<file path="src/rtl/mem_arb_pkg.sv">
// mem_arb_pkg: shared encodings and default parameters for mem_port_arbiter
package mem_arb_pkg;
  typedef enum logic [1:0] {S_IDLE, S_ISSUE, S_WAIT, S_RESP} state_t;
  typedef enum logic {OWN_IF, OWN_DM} owner_t;
  localparam int DEF_DATA_W     = 32;
  localparam int DEF_ADDR_W     = 10;
  localparam int DEF_MEM_LAT    = 1;
  localparam int DEF_STARVE_MAX = 4;
endpackage

</file>
<file path="src/rtl/mem_port_arbiter.sv">
// mem_port_arbiter: shares one memory port between fetch and data, one access in flight
module mem_port_arbiter
  import mem_arb_pkg::*;
#(
  parameter int DATA_W     = DEF_DATA_W,
  parameter int ADDR_W     = DEF_ADDR_W,
  parameter int MEM_LAT    = DEF_MEM_LAT,
  parameter int STARVE_MAX = DEF_STARVE_MAX
) (
  input  logic              clk,
  input  logic              rst,
  input  logic              if_req,
  input  logic [ADDR_W-1:0] if_addr,
  output logic              if_gnt,
  output logic              if_rvalid,
  output logic [DATA_W-1:0] if_rdata,
  input  logic              dm_req,
  input  logic              dm_we,
  input  logic [ADDR_W-1:0] dm_addr,
  input  logic [DATA_W-1:0] dm_wdata,
  output logic              dm_gnt,
  output logic              dm_rvalid,
  output logic [DATA_W-1:0] dm_rdata,
  output logic              mem_en,
  output logic              mem_we,
  output logic [ADDR_W-1:0] mem_addr,
  output logic [DATA_W-1:0] mem_wdata,
  input  logic [DATA_W-1:0] mem_rdata,
  output logic              busy
);
  state_t state, state_nxt;
  owner_t owner;
  logic [ADDR_W-1:0] addr_q;
  logic [DATA_W-1:0] wdata_q;
  logic we_q, arb, pick_if, capture, issue, resp;
  logic [3:0] starve_cnt;
  logic [2:0] lat_cnt;
  assign arb     = if_req | dm_req;
  assign pick_if = if_req & (~dm_req | (starve_cnt == 4'(STARVE_MAX)));
  // with MEM_LAT=1 there is no WAIT cycle, so data is taken as ISSUE ends
  assign capture = (state == S_ISSUE && MEM_LAT == 1) || (state == S_WAIT && lat_cnt == 3'd1);
  always_ff @(posedge clk or posedge rst)
    if (rst) state <= S_IDLE;
    else state <= state_nxt;
  always_comb
    state_nxt = state == S_IDLE  ? (arb ? S_ISSUE : S_IDLE) :
                state == S_ISSUE ? (MEM_LAT == 1 ? S_RESP : S_WAIT) :
                state == S_WAIT  ? (lat_cnt == 3'd1 ? S_RESP : S_WAIT) : S_IDLE;
  always_ff @(posedge clk or posedge rst)
    if (rst) begin
      owner      <= OWN_IF;
      addr_q     <= '0;
      we_q       <= 1'b0;
      wdata_q    <= '0;
      starve_cnt <= '0;
      lat_cnt    <= '0;
      if_rdata   <= '0;
      dm_rdata   <= '0;
    end else begin
      if (state == S_IDLE && arb) begin
        owner      <= pick_if ? OWN_IF : OWN_DM;
        addr_q     <= pick_if ? if_addr : dm_addr;
        we_q       <= ~pick_if & dm_we;
        wdata_q    <= pick_if ? '0 : dm_wdata;
        starve_cnt <= pick_if ? 4'd0 : (if_req && starve_cnt != 4'(STARVE_MAX)) ? starve_cnt + 4'd1 : starve_cnt;
      end
      lat_cnt <= state == S_ISSUE ? 3'(MEM_LAT - 1) : state == S_WAIT ? lat_cnt - 3'd1 : 3'd0;
      if (capture && owner == OWN_IF) if_rdata <= mem_rdata;
      if (capture && owner == OWN_DM && !we_q) dm_rdata <= mem_rdata;
    end
  always_comb begin
    issue     = state == S_ISSUE;
    resp      = state == S_RESP;
    mem_en    = issue;
    mem_we    = issue & we_q;
    mem_addr  = issue ? addr_q : '0;
    mem_wdata = issue ? wdata_q : '0;
    if_gnt    = issue & (owner == OWN_IF);
    dm_gnt    = issue & (owner == OWN_DM);
    if_rvalid = resp & (owner == OWN_IF);
    dm_rvalid = resp & (owner == OWN_DM);
    busy      = state != S_IDLE;
  end
endmodule

</file>
<file path="config.mk">
export PLATFORM = sky130hd
export DESIGN_NAME = mem_port_arbiter
export DESIGN_NICKNAME = d
export VERILOG_FILES = /design/src/rtl/mem_arb_pkg.sv /design/src/rtl/mem_port_arbiter.sv
export SDC_FILE = /design/constraint.sdc
export NUM_CORES = 1
export LEC_CHECK = 0
export BUFFER_PORTS_ARGS = -buffer_cell sky130_fd_sc_hd__buf_2
export CAP_MARGIN = 0
export CORE_MARGIN = 5
export CORE_UTILIZATION = 30
export CTS_CLUSTER_DIAMETER = 120
export DETAILED_ROUTE_END_ITERATION = 12
export GPL_ROUTABILITY_DRIVEN = 0
export SLEW_MARGIN = 25
export SYNTH_ARGS = -nofsm -noshare
export SYNTH_HDL_FRONTEND = slang
export SYNTH_SLANG_ARGS = --single-unit
</file>
<file path="constraint.sdc">
create_clock -name clk -period 8.8 [get_ports clk]
set_input_delay 1.32 -clock clk [delete_from_list [all_inputs] [get_ports clk]]
set_output_delay 1.32 -clock clk [all_outputs]
set_load 0.02 [all_outputs]
</file>
# After elaboration in Yosys (flattened, before gate mapping)
# Cells that the tools add are included.
[classes]
n_eq_ne = 6
bitwise = 12
n_reduce_logical = 12
addsub = 2
mux = 14
[ops]
columns = ["op", "count"]
rows = [
  ["$mux 32", 2],
  ["$mux 10", 2],
  ["$mux 4", 2],
  ["$and 1x1->1", 7],
  ["$logic_and 1x1->1", 6],
  ["$mux 2", 3],
  ["$mux 3", 2],
  ["$add 4x1->4 const B", 1],
  ["$eq 2x2->1 const B", 2],
  ["$eq 4x3->1 const B", 1],
  ["$ne 4x3->1 const B", 1],
  ["$reduce_bool 2->1", 2],
  ["$eq 3x1->1 const B", 1],
  ["$mux 1", 3],
  ["$not 1->1", 3],
  ["$sub 3x1->3 const B", 1],
  ["$eq 2x1->1 const B", 1],
  ["$logic_not 2->1", 1],
  ["$or 1x1->1", 2],
  ["$reduce_and 2->1", 1],
  ["$logic_not 1->1", 1],
  ["$logic_or 1x1->1", 1],
]
[word_totals]
register_bits = 117
wordCells = 55

# Longest topological paths before layout
# Gate-level depths: netlist (run 1).
[logic_depth]
depth_word = 5
depth_mapped = 7
depth_no_buf = 5

# Worst setup path before layout (run 1)
# Ideal clock, no wire load.
[synth_timing]
kind = "register -> output"
start = "register state[1]"
end = "output port mem_addr[0]"
t_arrival_ns = 1.354
t_required_ns = 7.480
setup_slack_ns = 6.126
n_path_buf = 1
stages_incl_launch_ff = 5
cell_sequence = "dfrtp_1 > inv_1 > ha_1 > clkbuf_1 > and2_1"
[synth_between]
elab_chain_cells = 2
[synth_lines]
columns = ["item", "line", "rtl"]
rows = [
  ["start: declaration", "mem_port_arbiter.sv:31", "state_t state, state_nxt;"],
  ["start signal: assignment", "mem_port_arbiter.sv:44", "else state <= state_nxt;"],
  ["$eq 2x1->1", "mem_port_arbiter.sv:72", "issue = state == S_ISSUE;"],
  ["named net mem_en", "mem_port_arbiter.sv:24", "output logic mem_en,"],
  ["$mux 10", "mem_port_arbiter.sv:76", "mem_addr = issue ? addr_q : '0;"],
  ["end: declaration", "mem_port_arbiter.sv:26", "output logic [ADDR_W-1:0] mem_addr,"],
]
# The timed path passes the listed nets, and every way through them passes these cells.

# Final worst setup path (run 1)
[layout_timing]
start = "register state[1]"
end = "output port dm_gnt"
[layout_between]
elab_chain_cells = 2
[layout_lines]
columns = ["item", "line", "rtl"]
rows = [
  ["$eq 2x1->1", "mem_port_arbiter.sv:72", ""],
  ["$and 1x1->1", "mem_port_arbiter.sv:79", "dm_gnt = issue & (owner == OWN_DM);"],
  ["end: declaration", "mem_port_arbiter.sv:21", "output logic dm_gnt,"],
]
# No other way between the ends.

==> metrics.md, run 1 <==
| Metric | Value |
|---|---|
| TNS Setup | 0 ps |
| Post-DP HPWL | 8.787 mm |
| Fin area | 6788 um^2 |
| Critical path, cell by cell | inv_1 > ha_2 > inv_2 > nor2_1 > buf_2 |
| Core Area | 16410 um^2 |
| Final setup violation count | 0 |
| Seq/Total Area, Yosys | 58.90% |
| Clock Latency Late Sink | 400 ps |
| Die height | approximately 140 um |
| Num CTS Buffers | 17 |
| Count leader, synth | dfrtp_1 |
| Nets | about 650 |
| Yosys warns | 0 |
| Initial antenna violation count | 0 |
| Fmax | 301.5 MHz |
| Synth-to-Final Area Change | 36.55% |
| Starting Density | 30.30% |
| # DRC | 0 |
| Post-CTS Resized | 0 |
| Antenna fix cells | 0 |
| CP Class | register to output pin |
| H-Tree Depth | 4 |
| Avg Cell Area, Syn | ~14 um^2 |
| Arr. time, crit path | around 2000 ps |
| Row count | 47 |
| CTS Sinks | roughly 120 |
| Overall routing resource usage | 12.76% |
| Outcome | complete, no violations |
| Final hold vios | 0 |
| Yosys top cell by area | dfrtp_1 |
| Slowest Stage Delay on Critical Path | 630 ps |
| Tmin final | 3317 ps |
| Reg clk slew, reported paths | 50 ps |
| Die X-Extent | 138.7 um |
| Number of routed nets with antenna violations | 0 |
| Number of synthesized flops with an enable pin | 0 |
| Total Routed Length | between 10 and 15 mm |
| Register bit total from synthesis | 117 |
| Buf/Inv on CP | 3 |
| Fill count | 1531 |
| Async S/R FF share, synth | 100.0% |
| Clock Root Buffer | clkbuf_16 |
| Synth cell types | 33 |
| Placed Instances | 756 |
| Die area | 19240 um^2 |
| Number of global-route vias before repair | 4005 |
| IO Pins | just over 200 |
| Worst path slowest cell | ha_2 |
| Register Area | between 2000 and 3000 um^2 |
| Startpoint Class | register |
| Final core utilization | 41.37% |
| Largest net degree at the start of global routing | 71 |
| Clk buf depth | 2 |
| Top post-synthesis cells by area | dfrtp_1 (59%), mux2_4 (9.1%), mux2_2 (7.0%) |
| Combined area of the multi-input logic cells | 1896 um^2 |
| CP Max Fanout | 45 |
| Tcrit/Tclk final | 37.69% |
| VDD IR-drop max | 137.8 uV |
| Port Buffers | 201 |
| HP Class | register to register |
| WHS | 459.5 ps |
| Vias | 3588 |
| Pwr per Cell Area | 408.7 nW/um^2 |
| Cell Area, Synth | between 4000 and 5000 um^2 |
| First-pass GRT wire length | 20.31 mm |
| DR WL/cell | 15.45 um |
| Worst path top cell family by delay | adder cells |
| Dpl cell area | 6191 um^2 |
| Slew margin rel. | 32.13% |
| Leak | 3.537 nW |
| Worst-margin pin slew | 1018 ps |
| Post-CTS Setup Bufs | 0 |
| CTS tree | built |
| Layout Cells excl Fill | about 790 |
| Layout cell share with drive strength beyond 1 | 53.25% |
| Total gr overflow | 0 |
| Initial DRT Pass Iterations | 6 |
| Setup Skew | 6.890 ps |
| Worst EP required | about 7500 ps |
| Slew Limit Fails | 0 |
| Crit path capture type | output pin |
| Synth top cells by count | dfrtp_1 (117), and2_1 (55), a22o_1 (33) |
| Cells after synthesis | 353 |
| Vias per std cell | around 4.5 |
| Max cap viols | 0 |
| RSZ-0062 raised after global routing | false |
| Iteration-0 DRC Markers | 111 |
| Synthesized Nets | 450 |
| # hold bufs at CTS | 0 |
| Yosys top cell area share | 58.90% |
| Main synth FF type | dfrtp_1 |
through the flow:
| step | setup slack, ps | power (W) |
|---|---|---|
| after detailed placement | 5801 | 0.002135 |
| after CTS | 5364 | 0.002805 |
| final | 5483 | 0.002774 |
| after global placement | 5490 | 0.002091 |
| after floorplan | 4379 | 0.001772 |
| after global routing | 5243 | 0.002942 |
where the power goes:
group / internal [W] / total, W / switching [W]
registers: 0.000807 / 0.000948 / 0.000141
clock network: 0.000416 / 0.000648 / 0.000232
logic: 0.000546 / 0.00118 / 0.000632
total: 0.00177 / 0.00277 / 0.00100
metal layers:
metal  wire length, um  part of all wire, %  vias to the layer above  track usage [%]
met1              5485                   45                     1755            16.40
met3               954                  7.8                       15            4.448
met2              5566                   46                      156            19.68
met4               185                  1.5                        0            5.407
li1                  -                    -                     1662                -
met5                 0                    0                        -                0
sequential cells by signal, summed over array words and instances (netlist names):
name,flops
we_q,1
owner,1
addr_q,10
starve_cnt,4
lat_cnt,3
if_rdata,32
wdata_q,32
dm_rdata,32
state,2
worst paths after layout:
path	endpoint	slack [ps]	startpoint	cells after the start
min in group asynchronous	owner	990	rst	2
setup / recovery	dm_gnt	5480	state[1]	5
setup reg to reg	dm_rdata[31]	6200	state[1]	5
hold reg to reg	lat_cnt[0]	460	lat_cnt[0]	1
hold / removal	lat_cnt[0]	460	lat_cnt[0]	1
max in group asynchronous	dm_rdata[4]	6500	rst	3
layout by cell type (no fill, tap or decap), types with 2 or more instances in the layout:
master	count
clkbuf_8	4
buf_16	2
nand2_1	7
a21o_1	2
mux2_1	3
clkinvlp_4	2
buf_4	2
clkinv_2	4
clkbuf_16	17
mux2_4	30
a22o_1	33
dfrtp_1	117
a221o_1	10
mux2_2	31
inv_1	10
nand3_1	3
buf_2	201
and2_1	55
clkbuf_1	3
nor2_1	5
ha_1	7
cell type report:
type	instances	area share [%]
repair buffers	205	15.85
well taps	220	4.055
multi-input cells	203	27.93
inverters	12	0.7005
clock buffers	24	7.244
flip-flops and latches	117	43.13
clock inverters	8	1.088
kinds of logic (layout without fill, tap and decap cells):
group           Yosys count  count (layout)  synth area share [%]
flops                   117             117                 58.90
simple gates             74              74                 8.936
mux                      64              64                 16.76
compound gates           56              56                 9.716
buf+inv                  33             249                 3.498
fa+ha+maj                 8               8                 2.014
xor+xnor                  1               1                0.1762
No activity file was read; power rests on OpenSTA's default activity.
==> run 2, diff against run 1 <==
Settings changed: ABC_AREA set to 1.
Clock period 8.8 ns to 2.8 ns, I/O delays scaled along.
==> metrics.md, run 2 <==
| Metric | Value |
|---|---|
| TNS Setup | 0 ps |
| Fill count | roughly 1700 |
| Row count | 47 |
| Post-CTS Setup Bufs | 0 |
| Main synth FF type | dfrtp_1 |
| Core Area | roughly 17000 um^2 |
| Total gr overflow | 0 |
| Cell Area, Synth | 5061 um^2 |
| Largest net degree at the start of global routing | 65 |
| Die height | 139.9 um |
| Layout cell share with drive strength beyond 1 | between 30% and 40% |
| First-pass GRT wire length | ~23 mm |
| Vias | around 4500 |
| DR WL/cell | 13.95 um |
| Final core utilization | 41.44% |
| Number of routed nets with antenna violations | 0 |
| Initial DRT Pass Iterations | 4 |
| Nets | 892 |
| Clock network power share | approximately a quarter |
| Total Routed Length | 14.31 mm |
| Crit path capture type | output pin |
| Synth-to-Final Area Change | 35.80% |
| RSZ-0062 raised after global routing | false |
| # hold bufs at CTS | 0 |
| IO Pins | 202 |
| Pint | 0.004938 W |
| Fmax | 427.4 MHz |
| Async S/R FF share, synth | 100.0% |
| Register bit total from synthesis | between 100 and 150 |
| Slew Limit Fails | 0 |
| Startpoint Class | register |
| Pwr per Cell Area | 1212 nW/um^2 |
| Yosys top cell by area | dfrtp_1 |
| Switching Power | 0.003389 W |
| Reg clk slew, reported paths | 50 ps |
| Commonest non-fill, non-tap cells in the layout | buf_2 (201), nand2_1 (192), dfrtp_1 (117) |
| H-Tree Depth | 4 |
| Avg Cell Area, Syn | 8.463 um^2 |
| Number of synthesized flops with an enable pin | 0 |
| # DRC | 0 |
| CP Class | register to output pin |
| Final hold vios | 0 |
| Slew margin rel. | 54.86% |
| Setup Skew | 7.142 ps |
| Synth cell types | 22 |
| CP Max Fanout | between 40 and 50 |
| VDD IR-drop max | 468.0 uV |
| Most common cell after layout, fill and taps aside | buf_2 |
| R2R setup slack | about 900 ps |
| Worst EP required | 2380 ps |
| CTS tree | built |
| Tmin final | 2340 ps |
| Tcrit/Tclk final | ~84% |
| Clock Latency Late Sink | 410 ps |
| Seq/Total Area, Yosys | between 50% and 60% |
| Leak | around 4.1 nW |
| Die X-Extent | 139.9 um |
| Starting Density | 30.52% |
| Count leader, synth | nand2_1 |
| Final setup violation count | 0 |
| Arr. time, crit path | ~1900 ps |
| Synth top cells by count | nand2_1 (192), dfrtp_1 (117), inv_1 (92) |
| Seq pwr share | 35.1% |
| Synthesized Nets | 695 |
| Die area | 19570 um^2 |
| Clk buf depth | 2 |
| Overall routing resource usage | 14.80% |
| Number of global-route vias before repair | 4495 |
| CTS Sinks | approximately 120 |
| Max cap viols | 0 |
| R2R depth | 8 |
| Sw frac | between 40% and 50% |
| Post-DP HPWL | between 10 and 15 mm |
| Logic gate share of total power | 39.4% |
| Clock Root Buffer | clkbuf_16 |
| Top flop regs | dm_rdata: 32 flops, if_rdata: 32 flops, wdata_q: 32 flops |
| Top post-synthesis cells by area | dfrtp_1 (58%), nand2_1 (14%), nand3_1 (6.9%) |
| Placed Instances | 996 |
| Post-CTS Resized | 0 |
| Cells after synthesis | ~600 |
| Vias per std cell | ~4.4 |
| Layout Cells excl Fill | 1026 |
| Worst-margin pin slew | 675.7 ps |
| Yosys warns | 0 |
| Outcome | complete, no violations |
| Port Buffers | approximately 200 |
| WHS | 106.1 ps |
| Iteration-0 DRC Markers | 161 |
| Yosys top cell area share | 57.85% |
| HP Class | input port to asynchronous set/reset pin |
| Num CTS Buffers | 17 |
| Initial antenna violation count | 0 |
run 2: cell types whose count changed after synthesis, moves of 30 or more:
cell / change
mux2_2: -31
and2_1: -55
a22o_1: -33
o21ai_0: +66
nand3_1: +67
nand2_1: +185
mux2_4: -30
inv_1: +81
run 2: final timing paths:
kind,startpoint,end
max,state[1],mem_addr[0]
min,rst,addr_q[2]
max reg2reg,starve_cnt[0],addr_q[7]
min reg2reg,lat_cnt[0],lat_cnt[0]
max in group asynchronous,rst,dm_rdata[29]
min in group clk,dm_wdata[30],wdata_q[30]
run 2: layer usage:
metal	wire (um)	up-vias	global-route usage, %
li1	-	2236	-
met1	6382	2040	19.81
met2	6121	205	21.60
met3	1646	12	6.552
met4	159	0	4.589
met5	0	-	0
run 2: power by group through the flow:
stage | sequential (W) | combinational, W | clock (W)
4_1_cts | 0.00292 | 0.00335 | 0.00218
3_5_place_dp | 0.00292 | 0.00337 | 0
2_1_floorplan | 0.00344 | 0.00167 | 0
5_1_grt | 0.00303 | 0.00368 | 0.00226
6_report | 0.00293 | 0.00328 | 0.00212
3_3_place_gp | 0.00292 | 0.00330 | 0
run 2: final cells by class:
type	count	area (um^2)	share of cell area [%]
inverter	95	360.3	5.243
tap	220	275.3	4.005
clock inverter	10	135.1	1.966
sequential	117	2928	42.60
antenna	1	2.502	0.03641
clock buffer	19	432.9	6.299
multi-input combinational	354	1628	23.68
timing repair buffer	210	1111	16.17
run 2: worst max-delay path, stage by stage (launching register included):
cell	delay, ps
dfrtp_1	390
inv_1	110
ha_2	200
buf_4	410
nand2_1	100
inv_1	90
buf_2	170
run 2: through the flow:
step                      instance area (um^2)  power (W)  setup WS [ps]
after floorplan                           5065   0.005114          945.6
after global placement                    6302   0.006222          884.9
after detailed placement                  6302   0.006285          872.5
after CTS                                 6870   0.008459          423.7
after global routing                      6870   0.008968          293.2
final                                     6873   0.008327          460.0
run 2: logic make-up (layout without fill, tap and decap cells):
family | count (synthesis) | count (layout) | share of synthesized area [%]
adder cells (fa/ha/maj) | 8 | 8 | 1.978
flip-flops | 117 | 117 | 57.85
XOR/XNOR | 1 | 1 | 0.1731
AND/OR/NAND/NOR | 272 | 272 | 22.42
AO/OA/AOI/OAI | 73 | 73 | 7.392
buffers and inverters | 127 | 334 | 10.19
other | 0 | 1 | 0
==> run 3, diff against run 2 <==
Settings changed: ABC_AREA 1 to 0.
Clock period 2.8 ns to 2 ns, I/O delays scaled along.
==> metrics.md, run 3 (synthesis results as in run 1) <==
| Metric | Value |
|---|---|
| Outcome | complete, no violations |
| Vias | 3612 |
| TNS Setup | 0 ps |
| Crit path capture type | output pin |
| Num CTS Buffers | 17 |
| Max cap viols | 0 |
| Iteration-0 DRC Markers | slightly below 100 |
| Row count | between 40 and 50 |
| Seq pwr share | 32.5% |
| CP Max Fanout | 22 |
| Sw frac | 35.22% |
| Nets | approximately 660 |
| Wire length on met1 | 5.571 mm |
| Startpoint Class | register |
| CTS Sinks | 117 |
| Die area | between 15000 and 20000 um^2 |
| Wire length on met2 | 5.902 mm |
| Vias per std cell | between 4 and 5 |
| First-pass GRT wire length | 20.97 mm |
| Fin area | 6988 um^2 |
| Clk buf depth | 2 |
| Total gr overflow | 0 |
| Clock Root Buffer | clkbuf_16 |
| Number of global-route vias before repair | 4022 |
| HP Class | input port to asynchronous set/reset pin |
| DR WL/cell | 15.85 um |
| H-Tree Depth | 4 |
| Number of routed nets with antenna violations | 0 |
| Die height | 138.7 um |
| CTS tree | built |
| DR WL met3 | about 1 mm |
| Arr. time, crit path | 1620 ps |
| RSZ-0062 raised after global routing | false |
| Reg clk slew, reported paths | 50 ps |
| Clock Latency Late Sink | 400 ps |
| Initial DRT Pass Iterations | 4 |
| Logic gate share of total power | about two fifths |
| Highest metal used | met4 |
| Port Buffers | 201 |
| Most common cell after layout, fill and taps aside | buf_2 |
| # DRC | 0 |
| Slew margin rel. | between 50% and 60% |
| Slew Limit Fails | 0 |
| # hold bufs at CTS | 0 |
| Fmax | 520.5 MHz |
| Die X-Extent | 138.7 um |
| Clock network power share | roughly 26% |
| Pint | 0.008343 W |
| VDD IR-drop max | 653.3 uV |
| Pwr per Cell Area | approximately 1800 nW/um^2 |
| Overall routing resource usage | 13.44% |
| Worst EP required | 1700 ps |
| Core Area | approximately 16000 um^2 |
| Worst-margin pin slew | 628.8 ps |
| Top flop regs | dm_rdata: 32 flops, if_rdata: 32 flops, wdata_q: 32 flops |
| Setup Skew | 7.821 ps |
| Starting Density | between 30% and 40% |
| Final hold vios | 0 |
| CP Class | register to output pin |
| Antenna fix cells | 0 |
| Layout cell share with drive strength beyond 1 | 54.42% |
| IO Pins | 202 |
| Synth-to-Final Area Change | 40.57% |
| Initial antenna violation count | 0 |
| Dpl cell area | 6252 um^2 |
| Commonest non-fill, non-tap cells in the layout | buf_2 (200), dfrtp_1 (117), and2_1 (55) |
| Largest net degree at the start of global routing | between 100 and 150 |
| Final setup violation count | 0 |
| Tmin final | 1921 ps |
| Tcrit/Tclk final | 96.07% |
| Total Routed Length | around 13 mm |
| Leak | approximately 3.6 nW |
| Switching Power | 0.004537 W |
| Post-DP HPWL | 8.747 mm |
run 3: cell type report:
type,instances,area [um^2]
clock buffer,19,442.9
clock inverter,13,205.2
fill,1553,9419
inverter,12,48.80
multi-input combinational,203,1902
sequential,117,2928
tap,220,275.3
timing repair buffer,213,1186
run 3: routing by layer:
layer  vias to the layer above  track usage [%]
li1                       1670                -
met1                      1782            16.46
met2                       150            21.76
met3                        10            5.552
met4                         0            4.222
met5                         -                0
run 3: power by group through the flow:
stage | logic, W | registers [W] | clock network [W]
2_1_floorplan | 0.00289 | 0.00490 | 0
6_report | 0.00538 | 0.00419 | 0.00330
3_5_place_dp | 0.00527 | 0.00420 | 0
4_1_cts | 0.00542 | 0.00420 | 0.00339
3_3_place_gp | 0.00511 | 0.00418 | 0
5_1_grt | 0.00581 | 0.00435 | 0.00351
run 3: path summary, 6_finish.rpt:
| check | depth (start not counted) | end | slack, ps | start |
|---|---|---|---|---|
| setup / recovery | 5 | mem_wdata[1] | 80 | state[1] |
| hold / removal | 3 | if_rdata[25] | 60 | rst |
| setup reg to reg | 6 | dm_rdata[5] | 80 | state[0] |
| hold reg to reg | 1 | lat_cnt[0] | 460 | lat_cnt[0] |
| max in group asynchronous | 3 | wdata_q[27] | 1460 | rst |
| min in group clk | 2 | wdata_q[22] | 110 | dm_wdata[22] |
run 3: repair_timing:
| action | in CTS | in global routing |
|---|---|---|
| resized for setup | 7 | 2 |
| setup buffers | 0 | 1 |
| gates cloned | 1 | 1 |
| pin swaps | 0 | 0 |
| endpoints found under the setup margin | 44 | 38 |
run 3: critical path, cell delays in order, from the launching register on:
cell	delay [ps]
dfrtp_1	410
inv_2	100
ha_4	230
buf_16	180
and2_1	140
buf_2	160
run 3: stage by stage:
stage | hold slack [ps] | utilization [%] | setup slack [ps] | power (W) | cells
after floorplan | 430.6 | - | 95.50 | 0.007797 | 353
after detailed placement | 466.0 | 38.11 | 121.9 | 0.009469 | 762
after global routing | 84.74 | 42.59 | 0.2058 | 0.01367 | 797
final | 64.03 | 42.59 | 78.59 | 0.01288 | 797
after CTS | 87.37 | 42.38 | 38.75 | 0.01301 | 795
after global placement | 446.2 | 38.11 | 199.7 | 0.009283 | 762
